===== src/rtl/sipo_deserializer_if.sv =====
// Bundle of the serial receive stream and the word-level valid/ready side of the deserializer.
// The master side feeds bits and consumes words; the slave side is the deserializer itself.
interface sipo_deserializer_if #(
   parameter int WIDTH = 8
);
   logic             serial_in;
   logic             bit_valid;
   logic             start;
   logic [WIDTH-1:0] data_out;
   logic             data_valid;
   logic             data_ready;
   logic             overflow;
   logic             clear_ovf;
   logic             frame_err;
   logic             busy;

   modport master (
      output serial_in, bit_valid, start, data_ready, clear_ovf,
      input  data_out, data_valid, overflow, frame_err, busy
   );

   modport slave (
      input  serial_in, bit_valid, start, data_ready, clear_ovf,
      output data_out, data_valid, overflow, frame_err, busy
   );
endinterface


===== src/rtl/sipo_deserializer.sv =====
// Serial-to-parallel receiver: start-aligned bit assembly into WIDTH-bit words,
// feeding a 2-entry valid/ready buffer with sticky overflow and resync frame errors.
module sipo_deserializer #(
   parameter int WIDTH     = 8,
   parameter bit MSB_FIRST = 1'b1
) (
   input logic                clk,
   input logic                rst,
   sipo_deserializer_if.slave bus
);

   localparam int             CW   = $clog2(WIDTH);
   localparam logic [CW-1:0]  LAST = CW'(WIDTH - 1);

   typedef enum logic {
      IDLE  = 1'b0,
      SHIFT = 1'b1
   } state_t;

   state_t           state, state_nxt;
   logic [CW-1:0]    cnt, cnt_nxt;
   logic [WIDTH-1:0] sreg, sreg_nxt;
   logic [WIDTH-1:0] word_in;
   logic             push;
   logic             frame_err_q, frame_err_nxt;

   // Bit #0 always ends up at WIDTH-1 (MSB-first) or 0 (LSB-first) after WIDTH shifts.
   function automatic logic [WIDTH-1:0] first_bit(input logic b);
      return MSB_FIRST ? {{(WIDTH-1){1'b0}}, b} : {b, {(WIDTH-1){1'b0}}};
   endfunction

   function automatic logic [WIDTH-1:0] shift_in(input logic [WIDTH-1:0] cur, input logic b);
      return MSB_FIRST ? {cur[WIDTH-2:0], b} : {b, cur[WIDTH-1:1]};
   endfunction

   // NOTE: every always_comb output gets a default first so no path leaves it unassigned (no latches).
   always_comb begin
      state_nxt     = state;
      cnt_nxt       = cnt;
      sreg_nxt      = sreg;
      push          = 1'b0;
      frame_err_nxt = 1'b0;
      word_in       = shift_in(sreg, bus.serial_in);

      if (bus.bit_valid) begin
         unique case (state)
            IDLE: begin
               if (bus.start) begin
                  sreg_nxt  = first_bit(bus.serial_in);
                  cnt_nxt   = CW'(1);
                  state_nxt = SHIFT;
               end
            end
            SHIFT: begin
               if (bus.start) begin
                  frame_err_nxt = 1'b1;
                  sreg_nxt      = first_bit(bus.serial_in);
                  cnt_nxt       = CW'(1);
               end else if (cnt == LAST) begin
                  push      = 1'b1;
                  sreg_nxt  = word_in;
                  cnt_nxt   = '0;
                  state_nxt = IDLE;
               end else begin
                  sreg_nxt = word_in;
                  cnt_nxt  = cnt + CW'(1);
               end
            end
            default: state_nxt = IDLE;
         endcase
      end
   end

   // NOTE: sequential state is updated only with non-blocking assignments so all flops see pre-edge values.
   always_ff @(posedge clk or negedge rst) begin
      if (!rst) begin
         state       <= IDLE;
         cnt         <= '0;
         sreg        <= '0;
         frame_err_q <= 1'b0;
      end else begin
         state       <= state_nxt;
         cnt         <= cnt_nxt;
         sreg        <= sreg_nxt;
         frame_err_q <= frame_err_nxt;
      end
   end

   logic [WIDTH-1:0] mem [2];
   logic             rd_ptr, wr_ptr;
   logic [1:0]       count;
   logic             pop, full, push_ok, drop;
   logic             overflow_q;

   assign pop     = (count != 2'd0) && bus.data_ready;
   assign full    = (count == 2'd2);
   assign push_ok = push && (!full || pop);
   assign drop    = push && full && !pop;

   // When full with a pop, wr_ptr equals rd_ptr, so the new word overwrites the slot being vacated.
   // NOTE: the two storage words are reset because data_out must read 0 out of reset.
   always_ff @(posedge clk or negedge rst) begin
      if (!rst) begin
         mem[0] <= '0;
         mem[1] <= '0;
         rd_ptr <= 1'b0;
         wr_ptr <= 1'b0;
         count  <= 2'd0;
      end else begin
         if (push_ok) begin
            mem[wr_ptr] <= word_in;
            wr_ptr      <= ~wr_ptr;
         end
         if (pop) begin
            rd_ptr <= ~rd_ptr;
         end
         unique case ({push_ok, pop})
            2'b10:   count <= count + 2'd1;
            2'b01:   count <= count - 2'd1;
            default: count <= count;
         endcase
      end
   end

   // A drop on the same edge as clear_ovf keeps the flag set.
   always_ff @(posedge clk or negedge rst) begin
      if (!rst) begin
         overflow_q <= 1'b0;
      end else if (drop) begin
         overflow_q <= 1'b1;
      end else if (bus.clear_ovf) begin
         overflow_q <= 1'b0;
      end
   end

   assign bus.data_out   = mem[rd_ptr];
   assign bus.data_valid = (count != 2'd0);
   assign bus.overflow   = overflow_q;
   assign bus.frame_err  = frame_err_q;
   assign bus.busy       = (state == SHIFT);

endmodule


===== src/flat_wrapper.sv =====
// flat-port wrapper written by rule: the top's interface ports become plain ports
module sipo_deserializer_flat 
#(
   parameter int WIDTH     = 8,
   parameter bit MSB_FIRST = 1'b1
)
  (clk, rst, bus_serial_in, bus_bit_valid, bus_start, bus_data_ready, bus_clear_ovf, bus_data_out, bus_data_valid, bus_overflow, bus_frame_err, bus_busy);
  sipo_deserializer_if #(.WIDTH(WIDTH)) bus_i ();
  input logic clk;
  input logic rst;
  input wire logic [$bits(bus_i.serial_in)-1:0] bus_serial_in;
  input wire logic [$bits(bus_i.bit_valid)-1:0] bus_bit_valid;
  input wire logic [$bits(bus_i.start)-1:0] bus_start;
  input wire logic [$bits(bus_i.data_ready)-1:0] bus_data_ready;
  input wire logic [$bits(bus_i.clear_ovf)-1:0] bus_clear_ovf;
  output wire logic [$bits(bus_i.data_out)-1:0] bus_data_out;
  output wire logic [$bits(bus_i.data_valid)-1:0] bus_data_valid;
  output wire logic [$bits(bus_i.overflow)-1:0] bus_overflow;
  output wire logic [$bits(bus_i.frame_err)-1:0] bus_frame_err;
  output wire logic [$bits(bus_i.busy)-1:0] bus_busy;
  assign bus_i.serial_in = bus_serial_in;
  assign bus_i.bit_valid = bus_bit_valid;
  assign bus_i.start = bus_start;
  assign bus_i.data_ready = bus_data_ready;
  assign bus_i.clear_ovf = bus_clear_ovf;
  assign bus_data_out = bus_i.data_out;
  assign bus_data_valid = bus_i.data_valid;
  assign bus_overflow = bus_i.overflow;
  assign bus_frame_err = bus_i.frame_err;
  assign bus_busy = bus_i.busy;
  sipo_deserializer #(.WIDTH(WIDTH), .MSB_FIRST(MSB_FIRST)) u_core (.clk(clk), .rst(rst), .bus(bus_i));
endmodule

===== config.mk =====
export PLATFORM = sky130hd
export DESIGN_NAME = sipo_deserializer_flat
export DESIGN_NICKNAME = d
export VERILOG_FILES = /design/src/rtl/sipo_deserializer_if.sv /design/src/rtl/sipo_deserializer.sv /design/src/flat_wrapper.sv
export SDC_FILE = /design/constraint.sdc
export NUM_CORES = 1
export LEC_CHECK = 0
export BUFFER_PORTS_ARGS = -buffer_cell sky130_fd_sc_hd__buf_2
export CORE_MARGIN = 10
export CORE_UTILIZATION = 40
export CTS_CLUSTER_SIZE = 28
export DETAILED_ROUTE_END_ITERATION = 7
export PLACE_DENSITY = 0.59
export SYNTH_ARGS = -nofsm -noshare
export SYNTH_HDL_FRONTEND = slang
export SYNTH_SLANG_ARGS = --single-unit

===== constraint.sdc =====
create_clock -name clk -period 1.62 [get_ports clk]
set_input_delay 0.324 -clock clk [delete_from_list [all_inputs] [get_ports clk]]
set_output_delay 0.324 -clock clk [all_outputs]
set_load 0.005 [all_outputs]

# After elaboration in Yosys (flattened, before gate mapping)
# Cells that the tools add are included.
# word_totals
regBits	33
input_bits	7
out_inout_bits	12
# op_classes
add_sub_neg	3
magnitude_cmp	3
eq_ne	5
mux	26
bitwise_logic	5
reduce_logical	12
# op_table
cell	n
two-way mux 8 bit	4
bitwise mux 16 bit	1
two-way mux 7 bit	2
one-hot mux 7 bit (2 select lines)	1
two-way mux 1 bit	11
two-way mux 3 bit	3
demux 8 bit (select 1 bit)	1
one-hot mux 3 bit (2 select lines)	1
nonzero test 2 bit	3
logical AND 1 bit	5
equality test 2 bit (second input constant)	2
greater-or-equal comparator 2 bit (second input constant)	2
NOT 1 -> 2 bit	2
one-hot mux 2 bit (2 select lines)	1
adder 3 x 1 -> 3 bit (second input constant)	1
equality test 3 bit (second input constant)	1
NOT 1 bit	3
adder 2 x 1 -> 2 bit (second input constant)	1
equality test 2 x 1 -> 1 bit (second input constant)	1
zero test 1 bit	2
< comparator 2 x 1 -> 1 bit (second input constant)	1
inequality test 2 bit (second input constant)	1
one-hot mux 1 bit (2 select lines)	1
AND reduction 2 bit	1
2 further kinds	2

# Logic depth before layout (Yosys ltp)
# Gate-level depths: netlist of run 1.
# depth
ltp_word	8
ltp_mapped	5
depth_no_buf	5

# Worst setup path after synthesis of run 1
# No wires, ideal clock.
# synth_path
kind	reg-to-reg
start	register u_core.cnt[0]
end	register u_core.mem[8] (netlist bit)
arrival_ns	1.574
t_required_ns	1.495
path_slack_ns	-0.079
path_stages_with_launch	6
n_path_buf	0
path_cell_list	dfrtp_1 ha_1 ha_1 nand4b_4 nor3_4 mux2_2
# synth_via
elab_chain_cells	6
# synth_lines
item	line	source
start: declaration	sipo_deserializer.sv:21	logic [CW-1:0] cnt, cnt_nxt;
start signal: assignment	sipo_deserializer.sv:83	cnt <= cnt_nxt;
equality test 3 bit	sipo_deserializer.sv:59	end else if (cnt == LAST) begin
two-way mux 1 bit	sipo_deserializer.sv:59	
two-way mux 1 bit	sipo_deserializer.sv:55	if (bus.start) begin
two-way mux 1 bit	sipo_deserializer.sv:46	unique case (state)
two-way mux 1 bit	sipo_deserializer.sv:45	if (bus.bit_valid) begin
logical AND 1 bit	sipo_deserializer.sv:97	assign push_ok = push && (!full || pop);
end signal: indexed assignment	sipo_deserializer.sv:111	mem[wr_ptr] <= word_in;
end: declaration	sipo_deserializer.sv:89	logic [WIDTH-1:0] mem [2];
# No other way between the ends.
# A chain may end at the register's enable or synchronous reset.

# Worst setup path after layout of run 1
# layout_path
start	register u_core.cnt[1]
end	register u_core.mem[7] (netlist bit)
# Same word-level chain as after synthesis.

==> impl_metrics.toml, run 1 <==
[power_and_ir_drop]
power.net_switching_mw = 0.558
pwr-share-comb_pct = 19.8
p_total_mw = 1.98
internal_power_mw = 1.42
p_per_area_nw_per_um2 = 1010
leakage_nw = 0.992
vdd_drop_max_mv = 0.483
pwr-share-clk_pct = 30.3
netSwitchingFraction_pct = 28.2
seqPwrFrac_pct = 49.8

[sta]
hold_viol_final = 0
fin_ws_ns = -0.0191
period_needed_ns = 1.64
maxSlewViolCount = 0
skew_ns = 0.00849
setup_tns_ns = -0.0418
setup_viol = 3
hold_ws_ns = 0.0503
fmax_mhz = 610
grt_setup_unrepaired = "yes"
tightest_slew_ns = 0.420
relSlewSlack_pct = 72.0
min_period_over_period_pct = 101

[clock_network]
cts_inserted_buffers = 5
h-tree-depth = 2
path_clk_slew_ns = 0.07
cts_tree = "built"
clock_sinks = 33
ctsHoldBuffers = 0
cts_buffer_depth = 2
worstSkewPairLatency_ns = 0.29
cts_root_buf = "clkbuf_8"

[yosys]
synth_flop_cell = "dfrtp_1"
syn_avg_cell_area_um2 = 12.3
postSynthCellCount = 126
synth_top_area_share_pct = 53.2
synth.area.top_cells = "dfrtp_1 53%, mux2_2 18%, o22ai_1 3.2%"
ys.warnings.count = 0
synth_top_area_cell = "dfrtp_1"
async_flop_share_pct = 100
synth_cell_type_count = 27
synth_nets = 135
synth-edff-count = 0
ys_seq_area_share_pct = 53.2
ys_seq_elements = 33
syn_area_um2 = 1550

[status]
outcome = "complete, but fails checks"
violations = "setup timing"

[cells_and_area]
drive_above_1_share_pct = 47.2
num_antenna_cells = 0
instances_no_fill = 211
final_area_um2 = 1960
finalNetCount = 171
final_cell_mix = "32 x dfrtp_1, 18 x buf_2, 17 x mux2_2"
layout_commonest_cell = "dfrtp_1"
area_delta_synth_final_pct = 26.1
fin_util_pct = 52.7

[worst_setup_path]
r2r_setup_slack_ns = -0.02
end_kind = "flip-flop"
startpoint_type = "flip-flop"
worst_ep_arrival_time_ns = 1.82
required_ns = 1.80
reg2reg_from = "u_core.cnt[1]"
timing.rr.end = "u_core.mem[7]"
worstSetupEndpoint = "u_core.mem[7]"
crit_start = "u_core.cnt[1]"
path_max_fanout = 8
crit_type = "flip-flop to flip-flop"
r2r_cells = 5

[global_route]
grtUsageTotal_pct = 11.0
grt-ovfl-total = 0
antenna_found_initial = 0
grt_start_max_net_pins = 34
grt_pass1_wl_um = 5620
grt_pass1_vias = 1111

[drt]
drcViolationCount = 0
dr.first_iter.drc_count = 68
wirelength_um = 3330
viasPerCell = 5.12
num_vias = 1080
ant_nets = 0
dr.pass1.iters = 4
routedWlPerCell_um = 15.8

[die]
top_level_ports = 19
start_util_pct = 41.8
placementRows = 22
die_h_um = 82.3
die_w_um = 82.3
core_um2 = 3720
dieArea_um2 = 6770

[placement]
dp_cells = 198
dp_hpwl_um = 2260
io_buffers = 18
placedInstanceArea_um2 = 1780
gp_congestion = 0.729
pre_cts_slack_ns = -0.0515

[flow_run]
drv_cap = 0

[min_path]
hold_class = "primary input to asynchronous set/reset pin"
## area by class of cell
class	count	area [um^2]
Clock buffer	5	68.8
Tap cell	48	60.1
Sequential cell	33	827
Clock inverter	3	17.5
Timing Repair Buffer	35	233
Fill cell	339	1760
Inverter	13	48.8
Multi-Input combinational cell	74	703
## per-layer routing
metal | vias to the layer above | share of wire [%] | track usage [%]
met3 | 9 | 6.3 | 4.32
met4 | 0 | 2.5 | 5.44
met5 | - | 0 | 0
met2 | 22 | 47 | 17.4
li1 | 522 | - | -
met1 | 527 | 44 | 12.7
## registers in the layout (all words and copies together), names as in the netlist
register              flops
u_core.bus.busy           1
u_core.bus.frame_err      1
u_core.bus.overflow       1
u_core.cnt                3
u_core.count              2
u_core.mem               16
u_core.rd_ptr             1
u_core.sreg               7
u_core.wr_ptr             1
## cells by family after synthesis
logic type,synth area share [%]
DFF,53.2
AOI/OAI and AO/OA,11.0
muxes,18.1
buffers and inverters,5.08
and+or+nand+nor,10.4
adders and majority gates,1.61
xor gates and xnor gates,0.564
## cells in the mapped netlist (2+ instances only)
cell / n
a21oi_1: 4
ha_1: 2
inv_1: 13
a22oi_1: 6
clkbuf_1: 4
mux2_2: 25
buf_4: 2
nand2_1: 5
o21ai_0: 6
and4b_1: 2
o22ai_1: 8
dfrtp_1: 33
and3_1: 2
## power by group through the flow
stage	clock, mW	sequential (mW)	combinational [mW]
finish	0.600	0.985	0.392
CTS	0.624	1.01	0.327
detailed placement	0	1.02	0.299
global route	0.666	0.999	0.442
floorplan	0	0.973	0.212
global placement	0	1.02	0.281
## repair_timing
item | 4_1_cts | 5_1_grt
gates resized for setup | 5 | 12
buffers inserted | 2 | 3
pin swaps | 2 | 2
endpoints found under the setup margin | 25 | 26
## worst max-delay path: stages, from the launching register on
cell and delay [ns]:
dfrtp_1 0.39, ha_2 0.21, ha_4 0.17, and4b_2 0.23, nand3b_4 0.18, mux2_2 0.35
## how the worst min path moves through the flow
stage,start,to,slack (ns)
floorplan,rst,u_core.bus.busy,0.03
global placement,rst,u_core.count[1],0.37
detailed placement,rst,u_core.count[0],0.37
CTS,rst,u_core.count[0],0.06
global route,rst,u_core.sreg[0],0.08
finish,rst,u_core.sreg[0],0.05
No activity file was read; power rests on OpenSTA's default activity.
==> run 2: changes to the inputs <==
--- a/config.mk
+++ b/config.mk
@@ -10,6 +10,7 @@
 export CORE_UTILIZATION = 40
 export CTS_CLUSTER_SIZE = 28
 export DETAILED_ROUTE_END_ITERATION = 7
+export MAX_ROUTING_LAYER = met4
 export PLACE_DENSITY = 0.59
 export SYNTH_ARGS = -nofsm -noshare
 export SYNTH_HDL_FRONTEND = slang
==> run 2 against run 1 <==
  * Count of clock-buffer cells in the layout is the same
  * Sequential power is essentially flat
  * Clock skew is essentially flat
  * Total power grew 0.11%
  * Clock power grew 0.8%
  * Register-to-register slack is essentially flat
  * Hold slack lost 0.0015 ns
  * The flow still finishes with violations (setup timing)
  * Setup slack lost 0.0036 ns
  * Core utilization shrank 0.10 points
  * Largest cell class unchanged
==> impl_metrics.toml, run 2 (same netlist as run 1, synthesis figures left out) <==
[die]
placementRows = 22
start_util_pct = 41.8
dieArea_um2 = 6770
core_um2 = 3720
die_w_um = 82.3
die_h_um = 82.3
top_level_ports = 19

[sta]
min_period_over_period_pct = 101
setup_viol = 3
relSlewSlack_pct = 72.1
fin_ws_ns = -0.0227
hold_viol_final = 0
fmax_mhz = 609
grt_setup_unrepaired = "yes"
tightest_slew_ns = 0.419
skew_ns = 0.00897
period_needed_ns = 1.64
maxSlewViolCount = 0
hold_ws_ns = 0.0489

[drt]
viasPerCell = 5.19
drcViolationCount = 0
dr.pass1.iters = 4
routedWlPerCell_um = 15.8
dr.first_iter.drc_count = 85
ant_nets = 0
wirelength_um = 3340
num_vias = 1096

[global_route]
grt_pass1_vias = 1109
grt_pass1_wl_um = 5640
grt-ovfl-total = 0
grt_start_max_net_pins = 34
antenna_found_initial = 0
grtUsageTotal_pct = 11.4

[clock_network]
cts_inserted_buffers = 5
cts_tree = "built"
cts_root_buf = "clkbuf_8"
path_clk_slew_ns = 0.07
worstSkewPairLatency_ns = 0.29
h-tree-depth = 2
cts_buffer_depth = 2
ctsHoldBuffers = 0
clock_sinks = 33

[placement]
gp_congestion = 0.738
io_buffers = 18
dp_cells = 198
pre_cts_slack_ns = -0.0515
dp_hpwl_um = 2260

[worst_setup_path]
crit_type = "flip-flop to flip-flop"
reg2reg_from = "u_core.cnt[1]"
worst_ep_arrival_time_ns = 1.82
cpPeakStageDelay_ns = 0.39
startpoint_type = "flip-flop"
required_ns = 1.80
path_cells = "ha_2 -> ha_4 -> and4b_2 -> nand3b_4 -> mux2_2"
cp_slowest_cell = "dfrtp_1"
crit_start = "u_core.cnt[1]"
path_max_fanout = 8
end_kind = "flip-flop"

[cells_and_area]
multi_input_comb_area_um2 = 699
instances_no_fill = 211
top_regs = "u_core.mem x16, u_core.sreg x7, u_core.cnt x3"
drive_above_1_share_pct = 47.2
fill_cells = 339
regMostFlops = "u_core.mem"
layout_commonest_cell = "dfrtp_1"
finalNetCount = 171
num_antenna_cells = 0
final_cell_mix = "32 x dfrtp_1, 18 x mux2_2, 18 x buf_2"
area_delta_synth_final_pct = 25.9
largest_register_ffs = 16
seq_area_um2 = 827

[status]
violations = "setup timing"
outcome = "complete, but fails checks"

[min_path]
hold_class = "primary input to asynchronous set/reset pin"

[power_and_ir_drop]
p_per_area_nw_per_um2 = 1010
p_total_mw = 1.98
vdd_drop_max_mv = 0.485
leakage_nw = 0.991

[flow_run]
drv_cap = 0
==> run 2: cell types whose count changed in the layout (fill, tap and decap cells not counted) <==
cell    change
mux2_2      +1
mux2_4      -1
==> run 2: layer usage <==
layer	track usage [%]	vias up	part of all wire, %
met4	5.44	0	1.9
li1	-	525	-
met1	13.1	543	45
met5	-	-	0
met3	4.10	7	5.9
met2	17.3	21	47
==> run 2: worst paths after layout <==
kind / depth (start not counted) / slack, ns / endpoint
worst max register to register: 5 / -0.02 / u_core.mem[5]
worst min register to register: 1 / 0.51 / u_core.mem[11]
min in group clk: 2 / 0.24 / u_core.bus.overflow
worst min-delay path: 2 / 0.05 / u_core.count[1]
worst max-delay path: 5 / -0.02 / u_core.mem[5]
max in group asynchronous: 2 / 1.26 / u_core.rd_ptr
==> run 2: per-stage QoR <==
step                      TNS, ns  instance area [um^2]  util (%)
after floorplan            -0.310                  1570         -
after global placement          0                  1780      47.8
after detailed placement   -0.713                  1780      47.8
after CTS                 -0.0265                  1900      51.1
after global routing       -0.846                  1950      52.6
final                     -0.0492                  1950      52.6
==> run 2: timing repair <==
action,4_1_cts,5_1_grt
buffers inserted,2,3
setup endpoints to repair,25,26
pin swaps,2,1
resized for setup,5,11
==> run 2: critical path: cells and delay by family, from the launching register on <==
kind / cells / cell delay (ns)
adders and majority gates: 2 / 0.38
DFF: 1 / 0.39
muxes: 1 / 0.35
and+or+nand+nor: 2 / 0.41
==> run 2: where the power goes <==
group	internal [mW]	switching, mW	leakage [nW]	total (mW)
clock network	0.296	0.309	0.0439	0.605
registers	0.907	0.0770	0.443	0.984
logic	0.216	0.175	0.504	0.390
==> run 2: area by class of cell <==
type | count | share of cell area (%)
clock inverter | 3 | 0.896
clock buffer | 5 | 3.52
tap | 48 | 3.07
timing repair buffer | 35 | 11.9
inverter | 13 | 2.50
sequential | 33 | 42.3
multi-input combinational | 74 | 35.8
==> run 3: changes to the inputs <==
--- a/config.mk
+++ b/config.mk
@@ -11,7 +11,7 @@
 export CTS_CLUSTER_SIZE = 28
 export DETAILED_ROUTE_END_ITERATION = 7
 export MAX_ROUTING_LAYER = met4
-export PLACE_DENSITY = 0.59
+export PLACE_DENSITY = 0.56
 export SYNTH_ARGS = -nofsm -noshare
 export SYNTH_HDL_FRONTEND = slang
 export SYNTH_SLANG_ARGS = --single-unit
==> constraint.sdc (replaced) <==
create_clock -name clk -period 2.1 [get_ports clk]
set_input_delay 0.42 -clock clk [delete_from_list [all_inputs] [get_ports clk]]
set_output_delay 0.42 -clock clk [all_outputs]
set_load 0.005 [all_outputs]
==> run 3 against run 2 <==
  * Sequential power decreased by 21%
  * Setup slack gained 0.22 ns
  * Combinational power decreased by 52%
  * Via count down 9.7%
  * Routed wire length decreased by 14%
  * Count of clock-buffer cells in the layout is the same
  * First-iteration DRC count shrank 51%
  * Clock skew fell by 0.0027 ns
  * The run now ends clean
  * Hold slack better by 0.15 ns
  * Sequential share of layout area increased by 5.0 points
==> impl_metrics.toml, run 3 (same netlist as run 1, synthesis figures left out) <==
[sta]
fmax_mhz = 525
hold_viol_final = 0
setup_tns_ns = 0
fin_ws_ns = 0.195
setup_viol = 0
skew_ns = 0.00622
maxSlewViolCount = 0
min_period_over_period_pct = 90.7
tightest_slew_ns = 0.726
grt_setup_unrepaired = "no"
relSlewSlack_pct = 51.6
period_needed_ns = 1.91

[drt]
routedWlPerCell_um = 15.0
ant_nets = 0
drcViolationCount = 0
num_vias = 990
dr.first_iter.drc_count = 42
wirelength_um = 2890
dr.pass1.iters = 6
viasPerCell = 5.16

[worst_setup_path]
cpPeakStageDelay_ns = 0.44
path_cells = "ha_1 -> ha_1 -> nand4b_4 -> nor3_4 -> mux2_2"
cp_slowest_cell = "nor3_4"
end_kind = "flip-flop"
crit_type = "flip-flop to flip-flop"
reg2reg_from = "u_core.cnt[0]"
required_ns = 2.27
startpoint_type = "flip-flop"
r2r_cells = 5
path_max_fanout = 9
critPathMostFrequentCell = "ha_1"
timing.rr.end = "u_core.mem[10]"
worst_ep_arrival_time_ns = 2.07
r2r_setup_slack_ns = 0.19

[clock_network]
ctsHoldBuffers = 0
clock_sinks = 33
post_cts_resized = 0
cts_tree = "built"
cts_buffer_depth = 2
worstSkewPairLatency_ns = 0.28
h-tree-depth = 2
post-cts-setup-buffers = 0
path_clk_slew_ns = 0.06
cts_inserted_buffers = 5
cts_root_buf = "clkbuf_8"

[status]
outcome = "finished, final reports clean"

[cells_and_area]
area_delta_synth_final_pct = 12.5
finalNetCount = 154
largest_register_ffs = 16
regMostFlops = "u_core.mem"
num_antenna_cells = 0
drive_above_1_share_pct = 37.5
top_regs = "u_core.mem x16, u_core.sreg x7, u_core.cnt x3"
layout_commonest_cell = "dfrtp_1"
final_cell_mix = "33 x dfrtp_1, 25 x mux2_2, 18 x buf_2"
fin_util_pct = 47.0

[placement]
dp_hpwl_um = 2040
io_buffers = 18
gp_congestion = 0.749
pre_cts_slack_ns = 0.190

[die]
core_um2 = 3720
dieArea_um2 = 6770
top_level_ports = 19
start_util_pct = 41.8
die_w_um = 82.3
placementRows = 22
die_h_um = 82.3

[global_route]
grt_pass1_vias = 1031
grt_start_max_net_pins = 34
grt-ovfl-total = 0
grt_pass1_wl_um = 4970
grtUsageTotal_pct = 9.94
antenna_found_initial = 0

[power_and_ir_drop]
p_total_mw = 1.39
p_per_area_nw_per_um2 = 794
leakage_nw = 0.850
vdd_drop_max_mv = 0.450

[min_path]
hold_class = "primary input to asynchronous set/reset pin"

[flow_run]
drv_cap = 0
==> run 3: changes by cell type in the layout (fill, tap and decap cells not counted), sizes merged <==
cell and delta:
clkinvlp -1, clkinv -1, buf -17
==> run 3: worst max-delay path by stage <==
stage | from | depth (start not counted) | slack, ns | end
floorplan | u_core.cnt[0] | 5 | 0.40 | u_core.mem[8]
global route | u_core.cnt[1] | 5 | 0.09 | u_core.mem[10]
CTS | u_core.cnt[0] | 5 | 0.18 | u_core.mem[10]
finish | u_core.cnt[0] | 5 | 0.19 | u_core.mem[10]
detailed placement | u_core.cnt[0] | 5 | 0.19 | u_core.mem[10]
global placement | u_core.cnt[0] | 5 | 0.26 | u_core.mem[8]
==> run 3: area by class of cell <==
| class | count | area, um^2 |
|---|---|---|
| fill | 372 | 1970 |
| clock buffer | 5 | 68.8 |
| sequential | 33 | 826 |
| multi-input combinational | 74 | 648 |
| timing repair buffer | 18 | 90.1 |
| clock inverter | 1 | 5.00 |
| tap | 48 | 60.1 |
| inverter | 13 | 48.8 |
==> run 3: power by group <==
group | internal [mW] | switching [mW]
Combinational | 0.105 | 0.0828
Clock | 0.217 | 0.207
Sequential | 0.699 | 0.0754
==> run 3: routing by layer <==
layer  wire [um]  track usage [%]
met2        1400             14.9
met4          27             3.06
met3         171             4.86
met1        1280             11.4
met5           0                -
==> run 3: worst max-delay path, delay by kind of cell (launching register included) <==
family / cells / cell delay (ns)
simple gates: 2 / 0.61
fa+ha+maj: 2 / 0.41
mux: 1 / 0.40
flops: 1 / 0.37
==> run 3: metrics by stage <==
stage / hold WS, ns / area, um^2 / instances
final: 0.200 / 1750 / 192
after global routing: 0.245 / 1750 / 192
after CTS: 0.218 / 1750 / 192
after detailed placement: 0.491 / 1670 / 186
after global placement: 0.482 / 1670 / 186
after floorplan: 0.124 / 1550 / 126
